`src/rtl/activation_lut_loader_if.sv`:
```
// ---------------------------------------------------------------------------
// activation_lut_loader_if
// Byte-stream load channel for the activation LUT loader.
//   load_start : master -> slave, single-cycle (re)load request
//   wr_valid   : master -> slave, stream byte valid
//   wr_data    : master -> slave, stream byte (17 entries, then checksum)
//   wr_ready   : slave -> master, loader accepts a byte this cycle
// ---------------------------------------------------------------------------
interface activation_lut_loader_if;
    localparam int unsigned DW = 8;

    logic          load_start;
    logic          wr_valid;
    logic [DW-1:0] wr_data;
    logic          wr_ready;

    modport master (
        output load_start,
        output wr_valid,
        output wr_data,
        input  wr_ready
    );

    modport slave (
        input  load_start,
        input  wr_valid,
        input  wr_data,
        output wr_ready
    );
endinterface

```
`src/rtl/activation_lut_loader.sv`:
```
// ---------------------------------------------------------------------------
// activation_lut_loader
// Writer side of the piecewise-linear activation LUT. A 17-entry table plus
// an 8-bit additive checksum arrives as a byte stream into a shadow bank; a
// verified table is copied atomically into the active bank, which feeds the
// interpolator read ports. The old table stays readable during a reload.
// Ports:
//   i_clk, i_rst   : clock, asynchronous active-high reset
//   wr_if          : load channel (load_start, wr_valid, wr_data, wr_ready)
//   i_addr         : read index (upper nibble of z_value)
//   o_base         : active[addr], combinational
//   o_next_data    : active[addr+1], combinational, no wrap
//   o_lut_ready    : active bank holds a verified table
//   o_load_done    : one-cycle pulse on commit
//   o_load_error   : sticky checksum mismatch of the last load
// ---------------------------------------------------------------------------
module activation_lut_loader #(
    parameter int unsigned ENTRIES = 17,
    parameter int unsigned DW      = 8,
    parameter int unsigned AW      = 4
) (
    input  logic                    i_clk,
    input  logic                    i_rst,
    activation_lut_loader_if.slave  wr_if,
    input  logic [AW-1:0]           i_addr,
    output logic [DW-1:0]           o_base,
    output logic [DW-1:0]           o_next_data,
    output logic                    o_lut_ready,
    output logic                    o_load_done,
    output logic                    o_load_error
);
    // Counter / index width: holds 0..ENTRIES (the checksum slot)
    localparam int unsigned CW = AW + 1;

    typedef enum logic [1:0] {
        S_IDLE   = 2'd0,
        S_LOAD   = 2'd1,
        S_COMMIT = 2'd2
    } state_t;

    state_t          r_state;
    state_t          w_state_nxt;
    logic [CW-1:0]   r_cnt;
    logic [CW-1:0]   w_cnt_nxt;
    logic [DW-1:0]   r_sum;
    logic [DW-1:0]   w_sum_nxt;
    logic            r_wr_ready;
    logic            r_lut_ready;
    logic            r_load_done;
    logic            r_load_error;
    logic            w_err_nxt;
    logic            w_shadow_we;
    logic            w_commit;
    logic            w_xfer;
    logic [CW-1:0]   w_rd_idx;
    logic [CW-1:0]   w_rd_idx_nxt;

    logic [DW-1:0]   r_shadow [ENTRIES];
    logic [DW-1:0]   r_active [ENTRIES];

    assign w_xfer = wr_if.wr_valid && r_wr_ready;

    // State register
    always_ff @(posedge i_clk or posedge i_rst) begin
        if (i_rst) begin
            r_state <= S_IDLE;
        end else begin
            r_state <= w_state_nxt;
        end
    end

    // Next-state and datapath control
    always_comb begin
        w_state_nxt = r_state;
        w_cnt_nxt   = r_cnt;
        w_sum_nxt   = r_sum;
        w_err_nxt   = r_load_error;
        w_shadow_we = 1'b0;
        w_commit    = 1'b0;

        unique case (r_state)
            S_IDLE: begin
                if (wr_if.load_start) begin
                    w_state_nxt = S_LOAD;
                    w_cnt_nxt   = '0;
                    w_sum_nxt   = '0;
                    w_err_nxt   = 1'b0;
                end
            end
            S_LOAD: begin
                // A restart wins over any byte offered in the same cycle
                if (wr_if.load_start) begin
                    w_cnt_nxt = '0;
                    w_sum_nxt = '0;
                end else if (w_xfer) begin
                    if (r_cnt == CW'(ENTRIES)) begin
                        if (wr_if.wr_data == r_sum) begin
                            w_state_nxt = S_COMMIT;
                        end else begin
                            w_state_nxt = S_IDLE;
                            w_err_nxt   = 1'b1;
                        end
                    end else begin
                        w_shadow_we = 1'b1;
                        w_sum_nxt   = r_sum + wr_if.wr_data;
                        w_cnt_nxt   = r_cnt + CW'(1);
                    end
                end
            end
            S_COMMIT: begin
                w_commit    = 1'b1;
                w_state_nxt = S_IDLE;
            end
            default: begin
                w_state_nxt = S_IDLE;
            end
        endcase
    end

    // Control and status registers
    always_ff @(posedge i_clk or posedge i_rst) begin
        if (i_rst) begin
            r_cnt        <= '0;
            r_sum        <= '0;
            r_wr_ready   <= 1'b0;
            r_lut_ready  <= 1'b0;
            r_load_done  <= 1'b0;
            r_load_error <= 1'b0;
        end else begin
            r_cnt        <= w_cnt_nxt;
            r_sum        <= w_sum_nxt;
            r_wr_ready   <= (w_state_nxt == S_LOAD);
            r_lut_ready  <= r_lut_ready | w_commit;
            r_load_done  <= w_commit;
            r_load_error <= w_err_nxt;
        end
    end

    // Shadow bank: filled by the stream
    always_ff @(posedge i_clk or posedge i_rst) begin
        if (i_rst) begin
            for (int i = 0; i < int'(ENTRIES); i++) begin
                r_shadow[i] <= '0;
            end
        end else if (w_shadow_we) begin
            r_shadow[r_cnt] <= wr_if.wr_data;
        end
    end

    // Active bank: whole-table copy on commit only
    always_ff @(posedge i_clk or posedge i_rst) begin
        if (i_rst) begin
            for (int i = 0; i < int'(ENTRIES); i++) begin
                r_active[i] <= '0;
            end
        end else if (w_commit) begin
            for (int i = 0; i < int'(ENTRIES); i++) begin
                r_active[i] <= r_shadow[i];
            end
        end
    end

    // Read path; addr+1 is formed in CW bits so addr=15 reaches entry 16
    assign w_rd_idx     = CW'(i_addr);
    assign w_rd_idx_nxt = w_rd_idx + CW'(1);
    assign o_base       = r_active[w_rd_idx];
    assign o_next_data  = r_active[w_rd_idx_nxt];

    assign wr_if.wr_ready = r_wr_ready;
    assign o_lut_ready    = r_lut_ready;
    assign o_load_done    = r_load_done;
    assign o_load_error   = r_load_error;
endmodule

```
`src/flat_wrapper.sv`:
```
// flat-port wrapper written by rule: the top's interface ports become plain ports
module activation_lut_loader_flat 
#(
    parameter int unsigned ENTRIES = 17,
    parameter int unsigned DW      = 8,
    parameter int unsigned AW      = 4
)
  (i_clk, i_rst, i_addr, o_base, o_next_data, o_lut_ready, o_load_done, o_load_error, wr_if_load_start, wr_if_wr_valid, wr_if_wr_data, wr_if_wr_ready);
  activation_lut_loader_if wr_if_i ();
  input  logic i_clk;
  input  logic i_rst;
  input  logic [AW-1:0] i_addr;
  output logic [DW-1:0] o_base;
  output logic [DW-1:0] o_next_data;
  output logic o_lut_ready;
  output logic o_load_done;
  output logic o_load_error;
  input wire logic [$bits(wr_if_i.load_start)-1:0] wr_if_load_start;
  input wire logic [$bits(wr_if_i.wr_valid)-1:0] wr_if_wr_valid;
  input wire logic [$bits(wr_if_i.wr_data)-1:0] wr_if_wr_data;
  output wire logic [$bits(wr_if_i.wr_ready)-1:0] wr_if_wr_ready;
  assign wr_if_i.load_start = wr_if_load_start;
  assign wr_if_i.wr_valid = wr_if_wr_valid;
  assign wr_if_i.wr_data = wr_if_wr_data;
  assign wr_if_wr_ready = wr_if_i.wr_ready;
  activation_lut_loader #(.ENTRIES(ENTRIES), .DW(DW), .AW(AW)) u_core (.i_clk(i_clk), .i_rst(i_rst), .wr_if(wr_if_i), .i_addr(i_addr), .o_base(o_base), .o_next_data(o_next_data), .o_lut_ready(o_lut_ready), .o_load_done(o_load_done), .o_load_error(o_load_error));
endmodule
```
`config.mk`:
```
export PLATFORM = sky130hd
export DESIGN_NAME = activation_lut_loader_flat
export DESIGN_NICKNAME = d
export VERILOG_FILES = /design/src/rtl/activation_lut_loader_if.sv /design/src/rtl/activation_lut_loader.sv /design/src/flat_wrapper.sv
export SDC_FILE = /design/constraint.sdc
export NUM_CORES = 1
export LEC_CHECK = 0
export ABC_AREA = 1
export CAP_MARGIN = 5
export CORE_AREA = 2 2 157 159
export CTS_CLUSTER_SIZE = 25
export DETAILED_ROUTE_END_ITERATION = 8
export DIE_AREA = 0 0 159 161
export PLACE_DENSITY = 0.76
export SETUP_SLACK_MARGIN = 0.4
export SLEW_MARGIN = 10
export SYNTH_ARGS = -nofsm -noshare
export SYNTH_HDL_FRONTEND = slang
export SYNTH_SLANG_ARGS = --single-unit
```
`constraint.sdc`:
```
create_clock -name i_clk -period 36.5 [get_ports i_clk]
set_input_delay 10.95 -clock i_clk [delete_from_list [all_inputs] [get_ports i_clk]]
set_output_delay 10.95 -clock i_clk [all_outputs]
set_load 0.005 [all_outputs]
```
==> metrics.md <==
| Metric | Value |
|---|---|
| Root Buffer | `clkbuf_16` |
| Maximum clock path buffer count | `3` |
| Cts bufs inserted | `30` |
| Maximum vdd drop | `0.04196 mV` |
| Initial antenna violation count | `0` |
| Die Width | `159 um` |
| Status | `completed` |
| Critical path, cell by cell | `clkdlybuf4s50_1, nand2_1, o21ai_0, nand2_1, inv_1, nand3_1, nand2_1, nand2_1, nand2_1, clkdlybuf4s50_1` |
| Cell Area, Synth | `14070 um^2` |
| Most common flop cell mapped by yosys | `dfrtp_1` |
| Stages on worst setup path | `10` |
| ANT nets after route | `0` |
| Hold Crit Depth | `2` |
| WL final | `42060 um` |
| Critical path required time | `25.55 ns` |
| Pwr/cell area | `47.76 nW/um^2` |
| CP delay by family, top | `buffers and inverters` |
| Post-synth EDFFs | `0` |
| Setup crit end kind | `primary output` |
| Total Routing Usage GR | `33.30%` |
| Max-slew violations | `0` |
| Post-Place Cells | `2078` |
| FF+latch count, synth | `291` |
| Worst setup path category | `input pin to primary output` |
| Setup total negative slack | `0 ns` |
| Fin crit share | `70.47%` |
| Grt ovf | `0` |
| CTS tree | `built` |
| H-Tree Depth | `1` |
| Synth top area cells | `dfrtp_1, nand2_1, o21ai_0` |
| Yosys top cell area share | `51.77%` |
| Buffer count from post-CTS setup fixing | `0` |
| Post-synth ARST share | `100.0%` |
| Max incr delay on CP | `0.99 ns` |
| Commonest cells post-synth | `nand2_1, o21ai_0, dfrtp_1` |
| P_int | `0.5440 mW` |
| Flop pwr share | `47.4%` |
| Initial drt markers | `1453` |
| RSZ-0062 raised after global routing | `no` |
| Vias in the first global route | `11741` |
| Total core area | `23960 um^2` |
| Fmax | `38.88 MHz` |
| Post-Layout Cell Count | `2134` |
| Starting density of the core | `58.70%` |
| Synthesized area per cell | `7.806 um^2` |
| First-pass GRT wire length | `66850 um` |
| Drt drc | `0` |
| Die area | `25600 um^2` |
| Worst-Skew Late Latency | `0.56 ns` |
| Switching part of the total power | `26.75%` |
| Buf/Inv on CP | `3` |
| Nets | `1815` |
| PortBufs | `35` |
| Clk network pwr share | `41.0%` |
| CTS Hold Bufs | `0` |
| Area leader, netlist | `dfrtp_1` |
| Number of distinct library cells after synthesis | `31` |
| Reg2reg setup slack | `33.41 ns` |
| Crit Path Max Fanout | `19` |
| Critical Path Source Type | `input pin` |
| Vias | `12459` |
| Antenna Cells | `0` |
| Crit path max-delay cell type | `clkdlybuf4s50_1` |
| Detailed placement HPWL | `27830 um` |
| Area Growth Syn to Fin | `10.54%` |
| Combinational cell fraction of total power | `11.5%` |
| Rel. slew slack | `31.63%` |
| Post-synthesis sequential area ratio | `51.77%` |
| Hold Vio Cnt, Final | `0` |
| Clock transition at path regs | `0.07 ns` |
| CP most frequent cell | `nand2_1` |
| DRT Pass-1 Iters | `6` |
| Routability cong. | `0.9831` |
| Mapped Nets | `1831` |
| Vias per cell | `5.838` |
| Crit path DAT | `14.77 ns` |
| Number of clock sinks | `291` |
| Clock skew | `0.01907 ns` |
| MaxCap Viol Count | `0` |
| Cells on worst reg2reg path | `7` |
| Final setup vio count | `0` |
| P_leak | `7.612 nW` |
| Slew @ Worst Pin | `1.024 ns` |
| Layout cells sized above 1 | `5.359%` |
| Min-delay worst type | `flip-flop to flip-flop` |
| Fill cells | `2126` |
| Tmin final | `25.72 ns` |
| Largest net degree at the start of global routing | `161` |
| Hold Worst Slack | `0.4654 ns` |
| WL/cell | `19.71 um` |
| Resize count post-CTS | `0` |
| Mapped Cells | `1802` |
| I/O pin count | `36` |
| Yosys warns | `0` |
| Top-count cell post-synth | `nand2_1` |
| Num rows | `57` |
| Die Span Y | `161 um` |
| P_sw | `0.1987 mW` |
| Tot Pwr | `0.7427 mW` |
[cell families (layout without fill, tap and decap cells)]
| family | count (synthesis) | count (layout) | synth area share, % |
|---|---|---|---|
| AOI/OAI and AO/OA | 417 | 417 | 14.86 |
| xor gates and xnor gates | 8 | 8 | 0.4981 |
| adders and majority gates | 13 | 13 | 1.210 |
| buffers and inverters | 275 | 283 | 7.650 |
| DFF | 291 | 291 | 51.77 |
| and+or+nand+nor | 798 | 798 | 24.02 |
[metal layers]
metal | track usage (%) | share of wire (%) | vias up | routed length (um)
met5 | 0 | 0 | - | 0
met4 | 10.29 | 3.2 | 0 | 1331
met3 | 6.677 | 8.9 | 72 | 3724
met2 | 51.70 | 46 | 549 | 19170
met1 | 47.85 | 42 | 6043 | 17830
li1 | - | - | 5795 | -
[through the flow]
stage          utilization, %  setup WS, ns  instance area (um^2)
6_report                64.89         10.78                 15550
5_1_grt                 64.89         10.59                 15550
4_1_cts                 64.89         10.92                 15550
3_5_place_dp            60.78         10.94                 14560
3_3_place_gp            60.78         11.05                 14560
2_1_floorplan               -         13.38                 14070
[sequential cells by signal, summed over array words and instances, names as in the netlist]
name                   cells
u_core.o_load_done         1
u_core.o_lut_ready         1
u_core.r_sum               8
u_core.wr_if.wr_ready      1
u_core.r_shadow          136
u_core.r_active          136
u_core.r_cnt               5
u_core.o_load_error        1
u_core.r_state             2
[worst min-delay path: stages (launching register included)]
cell,delay (ns)
dfrtp_1,0.34
nand2_1,0.05
o21ai_0,0.06
[final timing paths]
path | endpoint | from
worst min register to register | u_core.r_active[80] | u_core.r_shadow[80]
max in group asynchronous | u_core.r_shadow[36] | i_rst
worst min-delay path | u_core.r_active[80] | u_core.r_shadow[80]
worst max-delay path | o_next_data[0] | i_addr[1]
worst max register to register | u_core.r_active[27] | u_core.r_state[1]
min in group asynchronous | u_core.o_load_error | i_rst
[final cells by class]
type | count | area (um^2) | share of cell area [%]
Timing Repair Buffer | 54 | 503.0 | 3.235
Sequential cell | 291 | 7282 | 46.83
Tap cell | 324 | 405.4 | 2.607
Multi-Input combinational cell | 1236 | 5715 | 36.76
Inverter | 173 | 658.1 | 4.233
Clock buffer | 44 | 883.3 | 5.681
Clock inverter | 12 | 101.3 | 0.6518
[layout by cell type, fill, tap and decap left out, types with 2 or more instances in the layout]
| cell | instances |
|---|---|
| clkbuf_8 | 8 |
| nand2_1 | 588 |
| clkinv_1 | 4 |
| inv_2 | 3 |
| dfrtp_1 | 291 |
| xnor2_1 | 4 |
| xor2_1 | 4 |
| clkbuf_16 | 30 |
| clkinvlp_4 | 2 |
| nor2_2 | 3 |
| ha_1 | 12 |
| clkdlybuf4s50_1 | 34 |
| clkinv_2 | 9 |
| o21ai_1 | 36 |
| inv_1 | 164 |
| buf_4 | 19 |
| nand2_2 | 2 |
| nand3_2 | 3 |
| nand4_1 | 17 |
| nor3_1 | 6 |
| nor4_1 | 2 |
| clkbuf_1 | 6 |
| nor2_1 | 11 |
| a21oi_1 | 70 |
| o21ai_0 | 310 |
| nor2_4 | 12 |
| nand3_1 | 150 |
| nand3b_1 | 2 |
[power by group through the flow]
stage | combinational [mW] | sequential (mW) | clock, mW
2_1_floorplan | 0.0567 | 0.355 | 0
3_3_place_gp | 0.0815 | 0.357 | 0
3_5_place_dp | 0.0844 | 0.357 | 0
4_1_cts | 0.0851 | 0.352 | 0.307
5_1_grt | 0.0961 | 0.354 | 0.320
6_report | 0.0857 | 0.352 | 0.305
(Power assumes the default switching activity.)
